[config.mk]
export PLATFORM = sky130hd
export DESIGN_NAME = xor_stream_decrypt
export DESIGN_NICKNAME = d
export VERILOG_FILES = /design/src/rtl/xor_cipher_pkg.sv /design/src/rtl/xor_byte_fifo.sv /design/src/rtl/xor_stream_decrypt.sv
export SDC_FILE = /design/constraint.sdc
export NUM_CORES = 1
export LEC_CHECK = 0
export BUFFER_PORTS_ARGS = -buffer_cell sky130_fd_sc_hd__buf_2
export CORE_MARGIN = 1
export CORE_UTILIZATION = 30
export DETAILED_ROUTE_END_ITERATION = 10
export HOLD_SLACK_MARGIN = 0.05
export PLACE_DENSITY = 0.57
export SYNTH_ARGS = -nofsm -noshare
export SYNTH_HDL_FRONTEND = slang
export SYNTH_SLANG_ARGS = --single-unit
[constraint.sdc]
create_clock -name iClk -period 3.5 [get_ports iClk]
set_input_delay 0.35 -clock iClk [delete_from_list [all_inputs] [get_ports iClk]]
set_output_delay 0.35 -clock iClk [all_outputs]
set_load 0.1 [all_outputs]
[src/rtl/xor_cipher_pkg.sv]
// Shared definitions for the serial XOR cipher transmit and receive paths.
// Provides default frame/key sizes, the bit-counter width helper and the frame FSM states.
// No logic; consumed via import xor_cipher_pkg::*.
package xor_cipher_pkg;

    localparam int KEY_SIZE_DEF = 32;
    localparam int MSG_SIZE_DEF = 512;

    // Bit counter must be able to hold MSG_SIZE itself, hence the extra bit.
    function automatic int bit_cnt_w(input int msg_size);
        return $clog2(msg_size) + 1;
    endfunction

    typedef enum logic [1:0] {
        IDLE = 2'd0,
        RECV = 2'd1,
        DONE = 2'd2
    } xor_state_e;

endpackage

[src/rtl/xor_byte_fifo.sv]
// Byte FIFO between the decrypt packer and the byte consumer (DEPTH power of two, >= 2).
// Latency: a pushed byte is visible at rd_dat the cycle after the push edge.
// Backpressure: rd_rdy stalls the head; a push while full with no pop is dropped and flagged on wr_drop.
// Ports: wr_vld/wr_dat push side, wr_drop drop indication, rd_vld/rd_rdy/rd_dat pop side.
module xor_byte_fifo #(
    parameter int DEPTH = 4
) (
    input  logic       core_clk,
    input  logic       arst_n,
    input  logic       wr_vld,
    input  logic [7:0] wr_dat,
    output logic       wr_drop,
    output logic       rd_vld,
    input  logic       rd_rdy,
    output logic [7:0] rd_dat
);

    localparam int PW = $clog2(DEPTH);
    localparam int CW = PW + 1;

    logic [7:0]    mem_q [DEPTH];
    logic [7:0]    mem_d [DEPTH];
    logic [PW-1:0] wr_ptr_q, wr_ptr_d;
    logic [PW-1:0] rd_ptr_q, rd_ptr_d;
    logic [CW-1:0] cnt_q, cnt_d;

    logic empty;
    logic full;
    logic pop;
    logic push;

    assign empty   = (cnt_q == '0);
    assign full    = (cnt_q == CW'(DEPTH));
    assign pop     = rd_rdy && !empty;
    // A full FIFO still accepts a byte when the head leaves on the same edge.
    assign push    = wr_vld && (!full || pop);
    assign wr_drop = wr_vld && !push;
    assign rd_vld  = !empty;
    assign rd_dat  = empty ? 8'h00 : mem_q[rd_ptr_q];

    always_comb begin
        mem_d    = mem_q;
        wr_ptr_d = wr_ptr_q;
        rd_ptr_d = rd_ptr_q;
        cnt_d    = cnt_q;
        if (push) begin
            mem_d[wr_ptr_q] = wr_dat;
            wr_ptr_d        = wr_ptr_q + 1'b1;
        end
        if (pop) begin
            rd_ptr_d = rd_ptr_q + 1'b1;
        end
        case ({push, pop})
            2'b10:   cnt_d = cnt_q + 1'b1;
            2'b01:   cnt_d = cnt_q - 1'b1;
            default: cnt_d = cnt_q;
        endcase
    end

    always_ff @(posedge core_clk or negedge arst_n) begin
        if (!arst_n) begin
            mem_q    <= '{default: 8'h00};
            wr_ptr_q <= '0;
            rd_ptr_q <= '0;
            cnt_q    <= '0;
        end else begin
            mem_q    <= mem_d;
            wr_ptr_q <= wr_ptr_d;
            rd_ptr_q <= rd_ptr_d;
            cnt_q    <= cnt_d;
        end
    end

endmodule

[src/rtl/xor_stream_decrypt.sv]
// Receive-side XOR stream decrypt: framed 1-bit ciphertext in, plaintext bytes out through a small FIFO.
// Latency: 2 cycles from the byte's last stream bit to oData_valid when the FIFO is empty.
// Backpressure: none on the stream; iData_ready stalls the FIFO head and excess bytes are dropped (oOverflow).
// Ports: iClk/iRst_n/iEn control, iKey/iKey_load key, iSerial_* framed stream, oData/oData_valid/iData_ready
//        byte output, oFrame_done/oFrame_err pulses, oOverflow sticky, oBit_count frame progress.
// Build option: define XOR_DECRYPT_CHECKSUM_EN to add oChecksum (XOR of all plaintext bytes of the frame).
module xor_stream_decrypt
    import xor_cipher_pkg::*;
#(
    parameter int KEY_SIZE   = KEY_SIZE_DEF,
    parameter int MSG_SIZE   = MSG_SIZE_DEF,
    parameter int FIFO_DEPTH = 4
) (
    input  logic                           iClk,
    input  logic                           iRst_n,
    input  logic                           iEn,
    input  logic [KEY_SIZE-1:0]            iKey,
    input  logic                           iKey_load,
    input  logic                           iSerial_in,
    input  logic                           iSerial_start,
    input  logic                           iSerial_end,
    output logic [7:0]                     oData,
    output logic                           oData_valid,
    input  logic                           iData_ready,
    output logic                           oFrame_done,
    output logic                           oFrame_err,
    output logic                           oOverflow,
`ifdef XOR_DECRYPT_CHECKSUM_EN
    output logic [7:0]                     oChecksum,
`endif
    output logic [bit_cnt_w(MSG_SIZE)-1:0] oBit_count
);

    localparam int BCW = bit_cnt_w(MSG_SIZE);
    localparam int KIW = (KEY_SIZE > 1) ? $clog2(KEY_SIZE) : 1;

    xor_state_e          state_q, state_d;
    logic [KEY_SIZE-1:0] key_q, key_d;
    logic [BCW-1:0]      bit_cnt_q, bit_cnt_d;
    logic [KIW-1:0]      key_idx_q, key_idx_d;
    logic [7:0]          sr_q, sr_d;
    logic                wr_vld_q, wr_vld_d;
    logic [7:0]          wr_dat_q, wr_dat_d;
    logic                done_q, done_d;
    logic                err_q, err_d;
    logic                ovf_q, ovf_d;
`ifdef XOR_DECRYPT_CHECKSUM_EN
    logic [7:0]          csum_q, csum_d;
`endif

    logic                cap;        // capture iSerial_in this cycle
    logic                first;      // captured bit is frame bit 0
    logic                keep_byte;  // a byte completed by this bit goes to the FIFO
    logic [KEY_SIZE-1:0] key_cur;
    logic [2:0]          pos;
    logic [KIW-1:0]      kidx;
    logic                pt_bit;
    logic [7:0]          byte_nxt;

    logic                fifo_push;
    logic                fifo_drop;

    always_comb begin
        state_d   = state_q;
        key_d     = key_q;
        bit_cnt_d = bit_cnt_q;
        key_idx_d = key_idx_q;
        sr_d      = sr_q;
        wr_vld_d  = wr_vld_q;
        wr_dat_d  = wr_dat_q;
        done_d    = 1'b0;
        err_d     = 1'b0;
        ovf_d     = ovf_q | fifo_drop;
`ifdef XOR_DECRYPT_CHECKSUM_EN
        csum_d    = csum_q;
`endif
        cap       = 1'b0;
        first     = 1'b0;
        keep_byte = 1'b1;
        key_cur   = key_q;
        pos       = 3'd0;
        kidx      = '0;
        pt_bit    = 1'b0;
        byte_nxt  = sr_q;

        if (iEn) begin
            // Any pending byte is pushed on this edge, so the stage empties unless refilled below.
            wr_vld_d = 1'b0;
            case (state_q)
                IDLE, DONE: begin
                    if (state_q == DONE) begin
                        // The last byte leaves the write stage on this edge.
                        done_d  = 1'b1;
                        state_d = IDLE;
                    end
                    if (iKey_load) begin
                        key_d   = iKey;
                        // A frame starting in the same cycle already uses the new key for bit 0.
                        key_cur = iKey;
                        ovf_d   = 1'b0;
                    end
                    if (iSerial_start && iSerial_end) begin
                        err_d = 1'b1;
                    end else if (iSerial_start) begin
                        cap     = 1'b1;
                        first   = 1'b1;
                        state_d = RECV;
                    end
                end
                RECV: begin
                    if (iSerial_start) begin
                        err_d = 1'b1;
                        cap   = 1'b1;
                        first = 1'b1;
                    end else if (iSerial_end) begin
                        if (bit_cnt_q == BCW'(MSG_SIZE - 1)) begin
                            cap     = 1'b1;
                            state_d = DONE;
                        end else begin
                            // Short frame: the partial byte in sr_q is simply abandoned.
                            err_d   = 1'b1;
                            state_d = IDLE;
                        end
                    end else begin
                        cap = 1'b1;
                        if (bit_cnt_q == BCW'(MSG_SIZE - 1)) begin
                            // Frame ran to full length without its end marker.
                            err_d     = 1'b1;
                            keep_byte = 1'b0;
                            state_d   = IDLE;
                        end
                    end
                end
                default: state_d = IDLE;
            endcase

            if (cap) begin
                pos            = first ? 3'd0 : bit_cnt_q[2:0];
                kidx           = first ? '0 : key_idx_q;
                pt_bit         = iSerial_in ^ key_cur[kidx];
                byte_nxt       = first ? 8'h00 : sr_q;
                byte_nxt[pos]  = pt_bit;
                sr_d           = byte_nxt;
                bit_cnt_d      = first ? BCW'(1) : bit_cnt_q + 1'b1;
                key_idx_d      = (kidx == KIW'(KEY_SIZE - 1)) ? '0 : kidx + 1'b1;
`ifdef XOR_DECRYPT_CHECKSUM_EN
                if (first) begin
                    csum_d = 8'h00;
                end
`endif
                if ((pos == 3'd7) && keep_byte) begin
                    wr_vld_d = 1'b1;
                    wr_dat_d = byte_nxt;
`ifdef XOR_DECRYPT_CHECKSUM_EN
                    csum_d   = csum_q ^ byte_nxt;
`endif
                end
            end
        end
    end

    always_ff @(posedge iClk or negedge iRst_n) begin
        if (!iRst_n) begin
            state_q   <= IDLE;
            key_q     <= '0;
            bit_cnt_q <= '0;
            key_idx_q <= '0;
            sr_q      <= 8'h00;
            wr_vld_q  <= 1'b0;
            wr_dat_q  <= 8'h00;
            done_q    <= 1'b0;
            err_q     <= 1'b0;
            ovf_q     <= 1'b0;
`ifdef XOR_DECRYPT_CHECKSUM_EN
            csum_q    <= 8'h00;
`endif
        end else begin
            state_q   <= state_d;
            key_q     <= key_d;
            bit_cnt_q <= bit_cnt_d;
            key_idx_q <= key_idx_d;
            sr_q      <= sr_d;
            wr_vld_q  <= wr_vld_d;
            wr_dat_q  <= wr_dat_d;
            done_q    <= done_d;
            err_q     <= err_d;
            ovf_q     <= ovf_d;
`ifdef XOR_DECRYPT_CHECKSUM_EN
            csum_q    <= csum_d;
`endif
        end
    end

    // The write stage is frozen together with the rest of the receive path.
    assign fifo_push = wr_vld_q && iEn;

    xor_byte_fifo #(
        .DEPTH (FIFO_DEPTH)
    ) u_fifo (
        .core_clk (iClk),
        .arst_n   (iRst_n),
        .wr_vld   (fifo_push),
        .wr_dat   (wr_dat_q),
        .wr_drop  (fifo_drop),
        .rd_vld   (oData_valid),
        .rd_rdy   (iData_ready),
        .rd_dat   (oData)
    );

    assign oFrame_done = done_q;
    assign oFrame_err  = err_q;
    assign oOverflow   = ovf_q;
    assign oBit_count  = bit_cnt_q;
`ifdef XOR_DECRYPT_CHECKSUM_EN
    assign oChecksum   = csum_q;
`endif

endmodule

Word-level counts from Yosys, hierarchy flattened:

Cells that the tools add are included.

* add/subtract/negate cells: 6
* magnitude comparators: 6
* equal/unequal tests: 10
* mux-type cells: 56
* bitwise logic cells: 4
* reduce and logical (&&, ||, !) cells: 19

Operators with widths (count)
* two-way mux 32 bit: 3
* two-way mux 8 bit: 5
* bitwise mux 32 bit: 1
* two-way mux 1 bit: 26
* binary-select mux 8 bit (select 2 bit): 1
* demux 8 bit (select 2 bit): 1
* two-way mux 2 bit: 7
* adder 10 x 1 -> 10 bit (second input constant): 1
* == test 10 x 9 -> 1 bit (second input constant): 1
* two-way mux 10 bit: 1
* two-way mux 5 bit: 2
* bitwise mux 8 bit: 1
* logical AND 1 bit: 8
* == test 3 bit (second input constant): 2
* >= comparator 3 bit (second input constant): 2
* less-than comparator 5 x 6 -> 1 bit (second input constant): 1
* inverter 2 -> 3 bit: 2
* case mux 1 bit (2 select lines): 3
* case mux 3 bit (2 select lines): 1
* AND reduction 3 bit: 2
* adder 5 x 1 -> 5 bit (second input constant): 1
* binary-select mux 1 bit (select 5 bit): 1
* == test 5 bit (second input constant): 1
* adder 2 x 1 -> 2 bit (second input constant): 2
* 21 further kinds: 25

* bits in registers: 108
* word-level logic and storage cells: 118

Logic depth before layout (Yosys ltp):

* depth in word-level cells: 11
* gate-level depth with buffers: 13

By module:

Synthesis repeated with hierarchy kept, for this count alone.

* cells, all modules: 452
* area total of the unflattened synthesis: 5665.4 µm²

By module, submodules not included
* xor_stream_decrypt: times used 1, cells an instance 328, area each 3807.4 µm², seq. area each 1701.6 µm²
* xor_byte_fifo: times used 1, cells an instance 124, area each 1858.0 µm², seq. area each 975.9 µm²

Worst setup path after synthesis:

Ideal clock, no wire load.

* path type: register -> register
* from: register bit_cnt_q[3], in the netlist oBit_count[3]
* to: register wr_dat_q[6]
* setup time: 136 ps
* data arrival time: 3356 ps
* data required time: 3364 ps
* slack: 8 ps
* stages on the path, launching flop included: 14
* path buffers: 2
* cells stage by stage: dfrtp_1 and3_1 and3_1 nand2_1 or3_1 ha_1 and3b_1 clkbuf_1 nor2_1 nor2_1 nand3_1 clkbuf_1 nand2_1 o21ai_0

* longest elaborated chain between the ends: 8
* elaborated cells on any way between the ends: 13
* those cells by class: 1 x eq/ne; 10 x mux; 2 x reduce/logical

RTL lines
* start: declaration: RTL line xor_stream_decrypt.sv:39 `logic [BCW-1:0] bit_cnt_q, bit_cnt_d;`
* start signal: assignment: RTL line xor_stream_decrypt.sv:180 `bit_cnt_q <= bit_cnt_d;`
* == test 10 x 9 -> 1 bit (*): RTL line xor_stream_decrypt.sv:116, xor_stream_decrypt.sv:126
* two-way mux 1 bit: RTL line xor_stream_decrypt.sv:126 `if (bit_cnt_q == BCW'(MSG_SIZE - 1)) begin`
* two-way mux 1 bit: RTL line xor_stream_decrypt.sv:115 `end else if (iSerial_end) begin`
* two-way mux 1 bit: RTL line xor_stream_decrypt.sv:111 `if (iSerial_start) begin`
* two-way mux 1 bit: RTL line xor_stream_decrypt.sv:89 `case (state_q)`
* two-way mux 1 bit: RTL line xor_stream_decrypt.sv:86 `if (iEn) begin`
* logical AND 1 bit: RTL line xor_stream_decrypt.sv:151 `if ((pos == 3'd7) && keep_byte) begin`
* AND reduction 3 bit (no line) (*)
* end signal: assignment: RTL line xor_stream_decrypt.sv:184 `wr_dat_q <= wr_dat_d;`
* end: declaration: RTL line xor_stream_decrypt.sv:43 `logic [7:0] wr_dat_q, wr_dat_d;`

Every way passes the cells marked *; elsewhere a longest branch is shown, timed or not. The select of a mux whose other input is x is not followed.
A chain may end at the register's enable or synchronous reset.

Worst setup path in the final report:

* from: register bit_cnt_q[3], in the netlist oBit_count[3]
* to: register wr_dat_q[0]

The elaborated chain is that of the path after synthesis.

==> impl_metrics.json <==
{
  "layout-drive-gt1-share_pct": 36.5,
  "floorplan.initialDensity_pct": 31.0,
  "hold_viol": 0,
  "synth.distinct_cells": 49,
  "synth-seq-cells": 107,
  "pin_count_of_the_biggest_net_entering_global_routing": 69,
  "power.share.clock_pct": 26.0,
  "netlist_top_cells_count": "sky130_fd_sc_hd__dfrtp_1, sky130_fd_sc_hd__mux2_2, sky130_fd_sc_hd__nand2_1, sky130_fd_sc_hd__nor2_1",
  "path_depth": 11,
  "area_delta_synth_final_pct": 15.9,
  "detail_route.first_pass.iterations": 4,
  "timing.final.crit_period_ns": 3.01,
  "routabilityCongestion": 0.802,
  "grtUsageTotal_pct": 13.3,
  "timing.critical_path.from_type": "register",
  "setup.worst_path.class": "register to register",
  "asyncSetResetFlopFracSynth_pct": 100,
  "power_frac_seq_pct": 43.0,
  "io_pins": 62,
  "postLayoutCellArea_mm2": 0.00629,
  "total_negative_slack_for_setup_checks_ns": 0,
  "tightestPinTransition_ns": 0.895,
  "synth-edff-count": 0,
  "post_detailed_route_wirelength_per_cell_um": 15.7,
  "timing.final.setup_violations": 0,
  "cp_top_family": "simple AND/OR/NAND/NOR gates",
  "power.switching_fraction_pct": 34.4,
  "number_of_antenna_violations_at_the_first_check_in_global_routing": 1,
  "timing.fmax_mhz": 332,
  "outcome": "completed",
  "cts-buffers-inserted": 9,
  "post-cts-setup-buffer-count": 0,
  "cts.repair.resized": 0,
  "rsz0062_at_grt": "false",
  "power.static_leakage_nw": 2.92,
  "cp_slowest_stage_delay_ns": 0.41,
  "slew_violations": 0,
  "rows": 48,
  "die-width_um": 136,
  "synth-main-ff-cell": "sky130_fd_sc_hd__dfrtp_1",
  "worstPathMaxFanout": 16,
  "via_per_inst": 4.85,
  "synth.cell_area_mm2": 0.00543,
  "place.port_buffers": 61,
  "critical_path_at_ns": 3.23,
  "placed_cell_area_mm2": 0.00599,
  "final.period_utilization_pct": 86.1,
  "antenna-diode-count": 0,
  "cts.path.max_buffers": 2,
  "fin_nets": 546,
  "first_global_vias": 3662,
  "cp_num_buf_inv": 0,
  "yosysWarningCount": 0,
  "cp_slowest_cell": "sky130_fd_sc_hd__dfrtp_1",
  "power.combinational.fraction_pct": 30.9,
  "fp.dieArea_mm2": 0.0186,
  "synth.top_cells.by_area": "sky130_fd_sc_hd__dfrtp_1, sky130_fd_sc_hd__mux2_2, sky130_fd_sc_hd__mux4_2",
  "worstSetupEndpointType": "register",
  "htree_levels": 3,
  "vias": 3508,
  "postSynthAreaPerCell_um2": 12.5,
  "coreArea_mm2": 0.0175,
  "cts.sinks": 107,
  "clk_latency_ns": 0.35,
  "cell_type_with_the_highest_aggregate_area_in_the_netlist": "sky130_fd_sc_hd__dfrtp_1",
  "vdd_drop_max_v": 0.000288,
  "synth_top_area_share_pct": 49.3,
  "dp.final_hpwl_um": 8100,
  "clock-skew-final_ns": 0.00735,
  "synth_sequential_area_ratio_pct": 49.3,
  "drv.max_cap_violation_count": 0,
  "maxSlewHeadroom_pct": 40.3,
  "cellPowerDensity_mw_per_mm2": 630,
  "chipHeight_um": 136,
  "tritoncts": "yes",
  "cell_internal_pwr_mw": 2.60,
  "drt_first_iter_violations": 250,
  "critical_path_required_ns": 3.72,
  "worst_r2r_path_depth": 11,
  "clock_tree.root_cell": "sky130_fd_sc_hd__clkbuf_16",
  "power_switching_mw": 1.36,
  "grt_pass1_wl_um": 18900,
  "syn_nets": 488,
  "drt-total-wl_um": 11400,
  "cts.clk_slew.worst_paths_ns": 0.07,
  "timing.critical_path.cells": "and3_1 > and3_1 > nand2_1 > or3_1 > ha_1 > and3b_1 > nor2_1 > nor2_1 > nand3_1 > a21oi_1 > a21oi_1",
  "route.detailed.drc": 0,
  "post_cts_hold_buffer_count": 0,
  "post_synth_inst_count": 435,
  "yosys.cell_count.top_type": "sky130_fd_sc_hd__dfrtp_1",
  "grt_remaining_overflow": 0,
  "final_antenna_violating_net_count": 0,
  "timing.hold.worst.class": "input port to async pin"
}
[power by group through the flow]
stage	clock, mW	sequential, mW	combinational, mW
global route	1.12	1.74	1.33
detailed placement	0	1.73	1.24
floorplan	0	1.69	0.977
CTS	1.06	1.70	1.24
global placement	0	1.71	1.21
finish	1.03	1.71	1.22
[final cells by class]
cell class | instances | area (µm²)
fillers | 1700 | 11200
repair buffers | 67 | 378
well taps | 225 | 282
clock inverters | 7 | 75.1
clock buffers | 9 | 225
inverters | 21 | 78.8
flip-flops and latches | 107 | 2680
multi-input cells | 287 | 2570
[placed cells by master, fill, tap and decap left out, drive strengths merged, types with 4 or more instances in the layout]
cell | Yosys | final
buf | 7 | 67
mux2i | 6 | 6
mux2 | 68 | 68
nand2 | 41 | 41
o31ai | 6 | 6
clkbuf | 13 | 9
nor2 | 21 | 21
o21ai | 17 | 17
o32ai | 4 | 4
ha | 12 | 12
nand3b | 5 | 5
xor2 | 9 | 9
xnor2 | 7 | 7
and2 | 14 | 14
and3 | 7 | 7
mux4 | 22 | 22
dfrtp | 107 | 107
a21oi | 14 | 14
inv | 21 | 24
nand3 | 5 | 5
[through the flow]
stage                     utilization (%)  total power, mW  setup WS, ns  std cells  hold slack, ns
after global routing                 36.0             4.20         0.201        723           0.193
after floorplan                         -             2.66       0.00756        435          0.0544
after CTS                            36.0             4.01         0.459        723           0.163
final                                36.0             3.96         0.486        723           0.121
after global placement               34.3             2.92         0.531        707           0.465
after detailed placement             34.3             2.96         0.481        707           0.471
[routing by layer]
metal | up-vias | global-route usage [%] | routed length [µm]
li1 | 1675 | - | -
met1 | 1741 | 16.6 | 5080
met2 | 75 | 22.1 | 5540
met3 | 15 | 3.67 | 515
met4 | 2 | 4.69 | 200
met5 | - | 0 | 12
[final timing paths]
kind                                 start               to  slack (ns)
setup / recovery             oBit_count[3]      wr_dat_q[0]        0.49
max in group asynchronous           iRst_n     key_idx_q[4]        2.64
hold reg to reg            u_fifo.cnt_q[2]  u_fifo.cnt_q[2]        0.49
setup reg to reg             oBit_count[3]      wr_dat_q[0]        0.49
min in group iClk                 iKey[22]        key_q[22]        0.23
hold / removal                      iRst_n  u_fifo.cnt_q[2]        0.12
[kinds of logic (layout without fill, tap and decap cells)]
| family | count (synthesis) | after routing | synth area share (%) |
|---|---|---|---|
| DFF | 107 | 107 | 49.3 |
| and+or+nand+nor | 107 | 107 | 9.85 |
| muxes | 96 | 96 | 24.6 |
| AOI/OAI and AO/OA | 55 | 55 | 6.94 |
| buffers and inverters | 41 | 104 | 3.25 |
| xor gates and xnor gates | 16 | 16 | 2.93 |
| adders and majority gates | 13 | 13 | 3.14 |
[sequential cells by signal, summed over array words and instances, names as in the netlist, 3 cells and up]
signal        flops
key_idx_q         5
wr_dat_q          8
sr_q              7
key_q            32
oBit_count       10
u_fifo.mem_q     32
u_fifo.cnt_q      3
Note: power is estimated with default switching activity, not from simulation.
